### config.mk
export PLATFORM = sky130hd
export DESIGN_NAME = alpha_perm_stage
export DESIGN_NICKNAME = d
export VERILOG_FILES = /design/src/rtl/alpha_perm_stage.sv
export SDC_FILE = /design/constraint.sdc
export NUM_CORES = 1
export LEC_CHECK = 0
export BUFFER_PORTS_ARGS = -buffer_cell sky130_fd_sc_hd__buf_4
export CORE_MARGIN = 8
export CORE_UTILIZATION = 30
export CTS_BUF_LIST = sky130_fd_sc_hd__clkbuf_2
export CTS_CLUSTER_DIAMETER = 50
export DETAILED_ROUTE_END_ITERATION = 6
export PLACE_DENSITY = 0.56
export SYNTH_ARGS = -nofsm -noshare
export SYNTH_HDL_FRONTEND = slang
export SYNTH_SLANG_ARGS = --single-unit
### constraint.sdc
create_clock -name clk -period 2.6 [get_ports clk]
set_clock_uncertainty 0.15 [all_clocks]
set_input_delay 0.26 -clock clk [delete_from_list [all_inputs] [get_ports clk]]
set_output_delay 0.26 -clock clk [all_outputs]
set_load 0.005 [all_outputs]
### src/rtl/alpha_perm_stage.sv
// One-deep valid/ready stage applying a per-row cyclic rotation to an N x N state,
// with an XOR-signature check across its own storage for concurrent error detection.
module alpha_perm_stage #(
    parameter int W         = 8,
    parameter int N         = 4,
    parameter int ROT       = 1,
    parameter int ERR_CNT_W = 8
) (
    input  logic                 clk,
    input  logic                 rst_n,
    input  logic                 in_valid,
    output logic                 in_ready,
    input  logic [1:0]           in_mode,
    input  logic [N*N*W-1:0]     in_data,
    input  logic                 fi_en,
    output logic                 out_valid,
    input  logic                 out_ready,
    output logic [N*N*W-1:0]     out_data,
    output logic                 out_err,
    input  logic                 err_clr,
    output logic [ERR_CNT_W-1:0] err_cnt
);

    localparam int ROT_M = ROT % N;

    logic [N*N*W-1:0]     fault_data;
    logic [N*N*W-1:0]     perm_data;
    logic [W-1:0]         in_sig;
    logic [W-1:0]         out_sig;
    logic [N*N*W-1:0]     data_reg;
    logic [W-1:0]         sig_reg;
    logic                 valid_reg;
    logic [ERR_CNT_W-1:0] cnt_reg;
    logic                 accept;

    assign in_ready = !valid_reg | out_ready;
    assign accept   = in_valid & in_ready;

    // Fault lands on input element [0][0] ahead of the permutation, so it ends up
    // wherever that element is routed; the signature below ignores it.
    always_comb begin
        fault_data    = in_data;
        fault_data[0] = in_data[0] ^ fi_en;
    end

    for (genvar gi = 0; gi < N; gi++) begin : g_row
        localparam int K0 = ROT_M;
        localparam int K1 = gi % N;
        localparam int K2 = (N - gi) % N;
        localparam int K3 = (N - ROT_M) % N;
        for (genvar gj = 0; gj < N; gj++) begin : g_col
            localparam int S0 = (gj + K0) % N;
            localparam int S1 = (gj + K1) % N;
            localparam int S2 = (gj + K2) % N;
            localparam int S3 = (gj + K3) % N;
            assign perm_data[(gi*N+gj)*W +: W] =
                (in_mode == 2'd0) ? fault_data[(gi*N+S0)*W +: W] :
                (in_mode == 2'd1) ? fault_data[(gi*N+S1)*W +: W] :
                (in_mode == 2'd2) ? fault_data[(gi*N+S2)*W +: W] :
                                    fault_data[(gi*N+S3)*W +: W];
        end
    end

    always_comb begin
        in_sig  = '0;
        out_sig = '0;
        for (int i = 0; i < N*N; i++) begin
            in_sig  = in_sig ^ in_data[i*W +: W];
            out_sig = out_sig ^ data_reg[i*W +: W];
        end
    end

    assign out_valid = valid_reg;
    assign out_data  = data_reg;
    assign out_err   = valid_reg & (out_sig != sig_reg);
    assign err_cnt   = cnt_reg;

    always_ff @(posedge clk) begin
        if (!rst_n) begin
            valid_reg <= 1'b0;
            data_reg  <= '0;
            sig_reg   <= '0;
            cnt_reg   <= '0;
        end else begin
            if (accept) begin
                data_reg  <= perm_data;
                sig_reg   <= in_sig;
                valid_reg <= 1'b1;
            end else if (out_ready) begin
                valid_reg <= 1'b0;
            end

            if (err_clr) begin
                cnt_reg <= '0;
            end else if (valid_reg && out_ready && out_err && (cnt_reg != '1)) begin
                cnt_reg <= cnt_reg + ERR_CNT_W'(1);
            end
        end
    end

endmodule
; Word-level counts from Yosys, hierarchy flattened
; Cells that the tools add are included.
; W data, S select, Z words.
[classes]
reduce_logical = 7
addsub = 1
order_cmp = 0
shift = 0
bitwise_logic = 35
mul = 0
n_mux = 46
eq_ne = 4
div_mod_pow = 0
[op_table]
columns = operator, n
row1 = $mux W8, 44
row2 = $xor A8 B8 Y8, 30
row3 = $add A8 B1 Y8 const B, 1
row4 = $ne A8 B8 Y1, 1
row5 = $ne A8 B8 Y1 const B, 1
row6 = $logic_and A1 B1 Y1, 3
row7 = $and A1 B1 Y1, 2
row8 = $eq A2 B1 Y1 const B, 1
row9 = $eq A2 B2 Y1 const B, 1
row10 = $logic_not A2 Y1, 1
row11 = $mux W1, 2
row12 = $reduce_bool A2 Y1, 1
row13 = $reduce_or A2 Y1, 1
row14 = $logic_not A1 Y1, 1
row15 = $not A1 Y1, 1
row16 = $or A1 B1 Y1, 1
row17 = $xor A1 B1 Y1, 1
[word_totals]
wordCells = 97
in_bits = 136
mem_bits_rw = 0
latch_bits = 0
register_bits = 145
n_memories = 0
output_inout_bits = 139
mem_bits_ro = 0

; Depth between registers and ports, before layout
[logic_depth]
depth_word = 19
depth_mapped = 9
ltp_nobuf = 8

; Worst setup path after synthesis
; No wires, ideal clock.
[synth_timing]
path_kind = register to output
startpoint = register data_reg[17], in the netlist out_data[17]
endpoint = output port out_err
t_required_ns = 2.190
stages_incl_launch_ff = 9
n_path_buf = 1
slack_ns = 0.335
arrival_time_ns = 1.855
cell_sequence = dfxtp_1 > xor2_1 > xnor2_1 > xnor3_1 > xnor2_1 > nand4_1 > or2_1 > buf_6 > and2_1
[synth_via]
elab_chain_cells = 16
[synth_lines]
columns = element, line
row1 = start: declaration, 30  ; logic [N*N*W-1:0] data_reg;
row2 = start signal: assignment, 86  ; data_reg <= perm_data;
row3 = $xor A8 B8 Y8 (14 in series), 69  ; out_sig = out_sig ^ data_reg[i*W +: W];
row4 = $ne A8 B8 Y1, 75  ; assign out_err = valid_reg & (out_sig != sig_reg);
row5 = $and A1 B1 Y1, 75
row6 = end: declaration, 19  ; output logic out_err,
; No other way between the ends.

; Worst setup path in the final report
[layout_timing]
startpoint = register data_reg[93], in the netlist out_data[93]
endpoint = output port out_err
[layout_via]
elab_chain_cells = 7
[layout_lines]
columns = element, line
row1 = $xor A8 B8 Y8 (5 in series), 69
row2 = $ne A8 B8 Y1, 75
row3 = $and A1 B1 Y1, 75
; No other way between the ends.

==> impl_metrics.ini <==
[placement]
place_congestion = 0.864
dp_hpwl_um = 28100
io_buffers = 274

[global_routing]
grt_max_degree = 58
grt_usage_pct = 20.2
antenna_found_initial = 1
overflow = 0
grt_pass1_vias = 9499
grt_pass1_wl_um = 56500

[logic_synthesis]
syn_inst = 1053
synthSimpleGateAreaFrac_pct = 15.6
synth_enable_flop_cells = 0
ys_seq_elements = 145
yosysWarnings = 0
ys.flop_type = dfxtp_1
synthMuxAreaShare_pct = 7.65
synthAdderAreaFrac_pct = 0.137
ys_types = 41
synth_nets = 1190
synth_compound_area_share_pct = 17.3
syn_area_per_cell_um2 = 8.70
synth_xor_area_share_pct = 24.3
synth_area_um2 = 9160
yosysSeqAreaShare_pct = 31.7
postSynth.asyncResetShare_pct = 0
synth_top_family_by_area = XOR/XNOR gates

[die]
core_area_um2 = 30300
io_pins = 275
die_w_um = 191
start_util_pct = 30.2
die_area_um2 = 36400
die_y_um = 191
row_count = 64

[run]
drv_cap = 0

[route]
wl_per_cell_um = 19.6
routed_via_density = 4.88
drc_errors = 0
ant_nets = 0
dr.pass1.iters = 5
num_vias = 9557
drt_iter0_markers = 561
routed_wl_um = 38300

[finish]
largest_reg_flops = 128
fin_util_pct = 47.5
area.growth.synth_to_final_pct = 57.6
final_nets = 1687
drive_gt1_share_pct = 25.0

[cts]
root_buffer = clkbuf_2
clkTransAtPathRegs_ns = 0.23
cts.sinks = 145
clock_path_buffers = 2
clk_latency_ns = 0.76
cts_tree = yes
numCtsBuffers = 17
htreeDepth = 4

[critical_path]
cp-start-kind = flip-flop
worstPathMaxFanout = 3
setup.worst_path.end_class = output pin
critPathKind = flip-flop to output pin
worstPathArrival_ns = 2.97
cp_num_buf_inv = 3
slowest_stage = dfxtp_1
critPathMaxStageDelay_ns = 0.42
worstPathCellList = xor2_1, buf_4, xnor2_1, xnor2_1, buf_4, xnor2_1, nand4_1, or2_1, and2_1, buf_4
path_delay_family = simple AND/OR/NAND/NOR gates
required_ns = 2.19

[timing]
setup_tns_ns = -0.913
layout_min_cycle_time_ns = 3.38
rsz0062_at_grt = yes
setup_viol = 5
max_slew_margin_pct = 54.1
finalMaxSlewViolations = 0
finalHoldViolCount = 0
finalCritPeriodShare_pct = 130
worst_slack_ns = -0.775
timing.fmax_mhz = 296
hold_ws_ns = 0.0855
tightest_slew_ns = 0.684

[hold_path]
hp-class = input pin to flip-flop

[power_and_ir_drop]
p_leak_nw = 6.74
cellPowerDensity_nw_per_um2 = 506
peakVddDrop_mv = 0.229

[run_status]
status = finished with violations
violations = negative setup slack
metrics by stage:
step	power (W)	cells	cell area [um2]	setup slack (ns)
floorplan	0.00432	1053	9160	0.335
global placement	0.00552	1712	12000	-0.0192
detailed placement	0.00554	1712	12000	-0.0146
CTS	0.00729	1954	14300	-0.855
global route	0.00771	1959	14400	-1.00
finish	0.00731	1959	14400	-0.775
path summary, 6_finish.rpt:
check	startpoint	end	slack [ns]	cells past startpoint
worst max-delay path	out_data[93]	out_err	-0.78	10
worst max register to register	out_data[93]	err_cnt[2]	-0.05	12
worst min-delay path	in_data[94]	out_data[86]	0.09	6
worst min register to register	out_data[31]	out_data[31]	0.36	2
layer usage:
metal,GRT usage (%),vias to the layer above,share of wire (%)
met5,0,-,0
met4,6.80,0,2.9
met3,5.21,45,7.1
met2,32.5,348,47
met1,25.7,4523,43
li1,-,4641,-
cells in the mapped netlist (all sizes together), types with 4 or more instances:
| master | count | share of area, % |
|---|---|---|
| mux2i | 70 | 7.7 |
| clkbuf | 59 | 2.4 |
| dfxtp | 145 | 32 |
| xnor2 | 201 | 19 |
| a21boi | 6 | 0.49 |
| nor2 | 63 | 2.6 |
| xor2 | 33 | 3.2 |
| nor3 | 57 | 3.1 |
| and2 | 4 | 0.27 |
| xnor3 | 8 | 2.0 |
| o22ai | 56 | 3.8 |
| a21oi | 60 | 3.3 |
| nand2 | 100 | 4.1 |
| nor2b | 64 | 4.4 |
| o211a | 72 | 7.9 |
| nand3 | 6 | 0.33 |
| buf | 16 | 0.77 |
worst min-delay path, cell delays in order:
cell     delay [ns]
buf_4          0.14
o22ai_1        0.16
nor3_1         0.08
buf_4          0.14
a21oi_1        0.11
nor2b_1        0.05
cell type report:
cell class | count | area [um2]
multi-input cells | 832 | 6030
repair buffers | 551 | 4740
fillers | 2915 | 15900
flip-flops and latches | 145 | 2910
clock inverters | 12 | 143
inverters | 3 | 11.3
clock buffers | 19 | 95.1
well taps | 396 | 495
diodes | 1 | 2.50
cells by family after synthesis:
logic type | count (synthesis)
buf+inv | 78
xor+xnor | 242
mux | 70
simple gates | 304
compound gates | 213
fa+ha+maj | 1
flops | 145
repair_timing:
item / 4_1_cts / 5_1_grt
setup buffers: 1 / 2
setup endpoints to repair: 1 / 30
hold buffers: 210 / 0
endpoints found under the hold margin: 139 / 0
pin swaps: 0 / 6
cloned: 0 / 2
gates resized for setup: 4 / 13
where the power goes:
group          switching [W]  total (W)  internal [W]  leakage (nW)
clock               0.000920    0.00144      0.000525         0.138
combinational        0.00147    0.00328       0.00181          5.40
sequential          0.000173    0.00259       0.00241          1.20
total                0.00256    0.00731       0.00475          6.74
placed cells by master, fill, tap and decap left out, types with 56 or more instances in the layout:
master         synthesis  layout
o22ai_1               56      56
nor2b_1               64      64
buf_4                  0     334
dlygate4sd3_1          0     210
nor2_1                63      62
dfxtp_1              145     137
mux2i_1               70      70
a21oi_1               60      60
xnor2_1              201     199
o211a_1               72      72
nand2_1              100      98
nor3_1                57      57
(Power assumes the default switching activity.)
